### src/rtl/vga_timing_pkg.sv
// vga_timing_pkg: 640x480@60 timing constants, active-window bounds and RGB565 colours
package vga_timing_pkg;
    typedef logic [15:0] rgb565_t;
    localparam int H_SYNC      = 96;
    localparam int H_BACK      = 48;
    localparam int H_VALID     = 640;
    localparam int H_TOTAL     = 800;
    localparam int V_SYNC      = 2;
    localparam int V_BACK      = 33;
    localparam int V_VALID     = 480;
    localparam int V_TOTAL     = 525;
    localparam int H_ACT_START = H_SYNC + H_BACK;
    localparam int H_ACT_END   = H_ACT_START + H_VALID;
    localparam int V_ACT_START = V_SYNC + V_BACK;
    localparam int V_ACT_END   = V_ACT_START + V_VALID;
    localparam rgb565_t RED    = 16'hF800;
    localparam rgb565_t ORANGE = 16'hFC00;
    localparam rgb565_t YELLOW = 16'hFFE0;
    localparam rgb565_t GREEN  = 16'h07E0;
    localparam rgb565_t CYAN   = 16'h07FF;
    localparam rgb565_t BLUE   = 16'h001F;
    localparam rgb565_t PURPLE = 16'hF81F;
    localparam rgb565_t BLACK  = 16'h0000;
    localparam rgb565_t WHITE  = 16'hFFFF;
    localparam rgb565_t GRAY   = 16'hD69A;
endpackage

### src/rtl/pix_strobe_gen.sv
// pix_strobe_gen: divides sys_clk into a one-cycle pixel strobe every CLK_DIV cycles
module pix_strobe_gen #(
    parameter int CLK_DIV = 2
) (
    input  logic sys_clk,
    input  logic sys_rst_n,
    output logic pix_en
);
    localparam int DW = CLK_DIV > 1 ? $clog2(CLK_DIV) : 1;

    logic [DW-1:0] div_cnt_q, div_cnt_d;

    always_comb begin
        pix_en    = div_cnt_q == DW'(CLK_DIV - 1);
        div_cnt_d = pix_en ? '0 : div_cnt_q + DW'(1);
    end

    always_ff @(posedge sys_clk or negedge sys_rst_n) begin
        if (!sys_rst_n) div_cnt_q <= '0;
        else            div_cnt_q <= div_cnt_d;
    end
endmodule

### src/rtl/vga_ctrl.sv
// vga_ctrl: VGA timing generator producing sync, pixel requests/coordinates and gated RGB565 output
module vga_ctrl #(
    parameter int CLK_DIV = 2,
    parameter int H_SYNC  = vga_timing_pkg::H_SYNC,
    parameter int H_BACK  = vga_timing_pkg::H_BACK,
    parameter int H_VALID = vga_timing_pkg::H_VALID,
    parameter int H_TOTAL = vga_timing_pkg::H_TOTAL,
    parameter int V_SYNC  = vga_timing_pkg::V_SYNC,
    parameter int V_BACK  = vga_timing_pkg::V_BACK,
    parameter int V_VALID = vga_timing_pkg::V_VALID,
    parameter int V_TOTAL = vga_timing_pkg::V_TOTAL
) (
    input  logic        sys_clk,
    input  logic        sys_rst_n,
    input  logic [15:0] pix_data,
    output logic        pix_req,
    output logic [9:0]  pix_x,
    output logic [9:0]  pix_y,
    output logic        hsync,
    output logic        vsync,
    output logic [15:0] rgb,
    output logic        frame_start
);
    import vga_timing_pkg::*;

    localparam int HA_S = H_SYNC + H_BACK;
    localparam int HA_E = HA_S + H_VALID;
    localparam int VA_S = V_SYNC + V_BACK;
    localparam int VA_E = VA_S + V_VALID;

    logic       pix_en;
    logic [9:0] cnt_h_q, cnt_h_d, cnt_v_q, cnt_v_d;
    logic       frame_start_q, frame_start_d;
    logic       h_end, v_end, h_act, v_act, rgb_valid;

    pix_strobe_gen #(.CLK_DIV(CLK_DIV)) u_strobe (
        .sys_clk  (sys_clk),
        .sys_rst_n(sys_rst_n),
        .pix_en   (pix_en)
    );

    always_comb begin
        h_end         = cnt_h_q == 10'(H_TOTAL - 1);
        v_end         = cnt_v_q == 10'(V_TOTAL - 1);
        cnt_h_d       = pix_en ? (h_end ? '0 : cnt_h_q + 10'd1) : cnt_h_q;
        cnt_v_d       = (pix_en && h_end) ? (v_end ? '0 : cnt_v_q + 10'd1) : cnt_v_q;
        frame_start_d = pix_en && h_end && v_end;
    end

    always_ff @(posedge sys_clk or negedge sys_rst_n) begin
        if (!sys_rst_n) begin
            cnt_h_q       <= '0;
            cnt_v_q       <= '0;
            frame_start_q <= 1'b0;
        end else begin
            cnt_h_q       <= cnt_h_d;
            cnt_v_q       <= cnt_v_d;
            frame_start_q <= frame_start_d;
        end
    end

    // Requests lead the visible window by one pixel so vga_pic's registered ROM data lines up with rgb.
    always_comb begin
        hsync       = cnt_h_q < 10'(H_SYNC);
        vsync       = cnt_v_q < 10'(V_SYNC);
        v_act       = cnt_v_q >= 10'(VA_S) && cnt_v_q < 10'(VA_E);
        h_act       = cnt_h_q >= 10'(HA_S) && cnt_h_q < 10'(HA_E);
        rgb_valid   = h_act && v_act;
        pix_req     = v_act && cnt_h_q >= 10'(HA_S - 1) && cnt_h_q < 10'(HA_E - 1);
        pix_x       = pix_req ? cnt_h_q - 10'(HA_S - 1) : 10'h3FF;
        pix_y       = pix_req ? cnt_v_q - 10'(VA_S) : 10'h3FF;
        rgb         = rgb_valid ? pix_data : BLACK;
        frame_start = frame_start_q;
    end
endmodule

### config.mk
export PLATFORM = sky130hd
export DESIGN_NAME = vga_ctrl
export DESIGN_NICKNAME = d
export VERILOG_FILES = /design/src/rtl/vga_timing_pkg.sv /design/src/rtl/pix_strobe_gen.sv /design/src/rtl/vga_ctrl.sv
export SDC_FILE = /design/constraint.sdc
export NUM_CORES = 1
export LEC_CHECK = 0
export BUFFER_PORTS_ARGS = -buffer_cell sky130_fd_sc_hd__buf_2
export CORE_MARGIN = 10
export CORE_UTILIZATION = 40
export CTS_CLUSTER_DIAMETER = 60
export DETAILED_ROUTE_END_ITERATION = 10
export GPL_ROUTABILITY_DRIVEN = 0
export MAX_ROUTING_LAYER = met4
export PLACE_DENSITY = 0.71
export SYNTH_ARGS = -nofsm -noshare
export SYNTH_HDL_FRONTEND = slang
export SYNTH_SLANG_ARGS = --single-unit
### constraint.sdc
create_clock -name sys_clk -period 4.1 [get_ports sys_clk]
set_input_delay 1.23 -clock sys_clk [delete_from_list [all_inputs] [get_ports sys_clk]]
set_output_delay 1.23 -clock sys_clk [all_outputs]
set_load 0.05 [all_outputs]
==> qor.yml <==
route:
  postRouteAntennaNets: 0
  num_vias: 1631
  drtIter0Drc: 121
  post-route-drc-count: 0
  detail_route.wl_per_cell_um: 15.6
  first_pass_iters: 4
  totalWireLength_um: 4770
  route.detailed.vias_per_inst: 5.33
sta:
  layout_setup_ws_ns: 0.230
  worstMarginPinSlew_ns: 0.580
  fmaxAchievable_mhz: 258
  fin_tns_setup_ns: 0
  final_period_minus_worst_setup_slack_ns: 3.87
  setup_violation_total_in_the_final_timing_report: 0
  grt_setup_unrepaired: "no"
  final_hold_viol_count: 0
  timing.hold.ws_ns: 0.536
  final_slew_viol_count: 0
  fin_skew_ns: 0.00863
  slew_headroom_pct: 61.3
  final.period_utilization_pct: 94.4
place:
  post-place-cells: 302
  port-buffer-count: 57
  detailedPlace.worstSlack_ns: 0.423
  hpwl_um: 3620
synthesis:
  synthCells: 212
  synth-seq-cells: 22
  mappedNetlistArea_sq_um: 1720
  synth_edf_count: 0
  dominantRegCellSynth: "dfrtp_1"
  synth_area_per_cell_sq_um: 8.13
  synth_seq_area_share_pct: 32.0
  synth.distinct_cells: 44
  synth_async_sr_flop_share_pct: 100
  postSynthNetCount: 234
  synth.yosys.warnings: 0
die:
  design.portCount: 58
  die_height_um: 85.6
  placeableCoreArea_sq_um: 4090
  num_rows: 23
  die_area_sq_um: 7330
  fp.dieW_um: 85.6
  initial_cell_density_of_the_core_pct: 42.2
run:
  maxCapViolCount: 0
setup_path:
  worstSetupEndpointType: "output port"
  cp.required_ns: 2.87
  arrival_ns: 2.64
  ff2ff_path_depth: 5
  crit_path_max_fanout: 9
  criticalPathCategory: "reg -> out"
  startpoint_type: "register"
global_route:
  gr-total-overflow: 0
  grt_start_max_net_pins: 23
  grt_antenna_before_repair: 0
  grt_first_pass_wirelength_um: 7940
  first_global_vias: 1638
  gr-usage-all-layers_pct: 13.0
clock_network:
  max-clock-path-buffers: 2
  number_of_clock_buffers_inserted_by_tritoncts: 3
  clock-root-buffer: "clkbuf_8"
  tritoncts_clock_tree: "built"
  clock-sinks: 22
  h_tree_levels: 1
  post_cts.repair.setup_buffers: 0
  clk-insertion-delay-late_ns: 0.27
  worst_setup_hold_path_clk_slew_ns: 0.08
  cts_hold_buf: 0
layout:
  stdcell_count: 306
  antenna_cells: 0
  share_of_final_layout_standard_cells_stronger_than_drive_strength_1_pct: 27.3
  finalNetCount: 279
  area.growth.synth_to_final_pct: 20.3
hold_path:
  hold-path-cell-count: 1
  hold_path.class: "reg -> reg"
status:
  run_status: "completed"
power_and_ir_drop:
  p_per_area_nw_per_um2: 211
  vdd.ir_drop.worst_v: 0.000182
  p_leak_nw: 0.938
==> cells in the final DEF (no fill, tap or decap), types with 4 or more instances in the layout <==
cell type and n:
dfrtp_1 22, nand4_1 7, buf_2 57, a21oi_1 7, and2_1 19, inv_1 8
nor3_1 7, o21ai_0 5, nor2_1 8, nand3_1 23, ha_1 4, buf_4 4
xnor2_1 20, nor4_1 5, nand2_1 16
==> path summary, 6_finish.rpt <==
kind,to,startpoint,slack [ns]
max,pix_y[4],cnt_h_q[0],0.23
min,cnt_h_q[9],cnt_h_q[9],0.54
max reg2reg,cnt_v_q[9],cnt_h_q[0],1.91
min reg2reg,cnt_h_q[9],cnt_h_q[9],0.54
max in group asynchronous,cnt_h_q[8],sys_rst_n,2.81
min in group asynchronous,cnt_v_q[5],sys_rst_n,0.92
==> state kept, by name, indices dropped and copies added, names as in the netlist <==
name,count
cnt_v_q,10
cnt_h_q,10
u_strobe.pix_en,1
frame_start,1
==> per-layer routing <==
metal	up-vias	share of wire [%]	GRT usage [%]
li1	825	-	-
met1	766	41	14.5
met2	36	54	23.4
met3	4	4.4	3.22
met4	0	0.61	1.50
met5	-	0	-
==> report_power, final <==
part           total (mW)  switching, mW  internal (mW)
registers           0.217              0          0.217
logic              0.0114        0.00576        0.00561
clock network       0.209         0.0782          0.131
==> layout make-up <==
type                            instances  area [sq um]
Fill cell                             412          2010
Tap cell                               50          62.6
Timing Repair Buffer                   61           315
Inverter                                8          30.0
Multi-Input combinational cell        161          1040
Clock buffer                            3          41.3
Sequential cell                        22           551
Clock inverter                          1          30.0
==> logic make-up (layout without fill, tap and decap cells) <==
logic type,after synthesis,count (layout),share of synthesized area [%]
mux,1,1,0.654
flops,22,22,32.0
xor+xnor,23,23,11.7
buf+inv,29,73,7.70
fa+ha+maj,4,4,2.90
compound gates,29,29,11.5
simple gates,104,104,33.6
==> synth_stat cells, types with 3 or more instances <==
cell	n	share of area, %
and3_1	3	1.1
dfrtp_1	22	32
nand3b_1	3	1.3
nor2_1	8	1.7
nand4_1	7	2.5
a21oi_1	7	2.0
nand2_1	17	3.7
and2_1	19	6.9
o21ai_0	5	1.5
inv_1	8	1.7
and4_1	3	1.5
nand3_1	23	6.7
a21o_1	3	1.3
xor2_1	3	1.5
nor3_1	7	2.0
nor4_1	5	1.8
ha_1	4	2.9
xnor2_1	20	10
clkbuf_1	12	2.6
==> worst max-delay path: stages, from the launching register on <==
cell and delay, ns:
dfrtp_1 0.45, ha_1 0.27, and3_1 0.25, o41ai_1 0.45, a21oi_1 0.32, buf_4 0.27, nand3_1 0.09, buf_2 0.28
==> timing repair <==
action	CTS	global route
resized for setup	0	1
endpoints found under the hold margin	0	0
endpoints found under the setup margin	0	21
==> stage by stage <==
step	power [mW]	instance area [sq um]	util, %
detailed placement	0.233	2000	48.9
global placement	0.232	2000	48.9
floorplan	0.221	1720	-
finish	0.437	2070	50.7
global route	0.459	2070	50.7
CTS	0.442	2070	50.6
No activity file was read; power rests on OpenSTA's default activity.
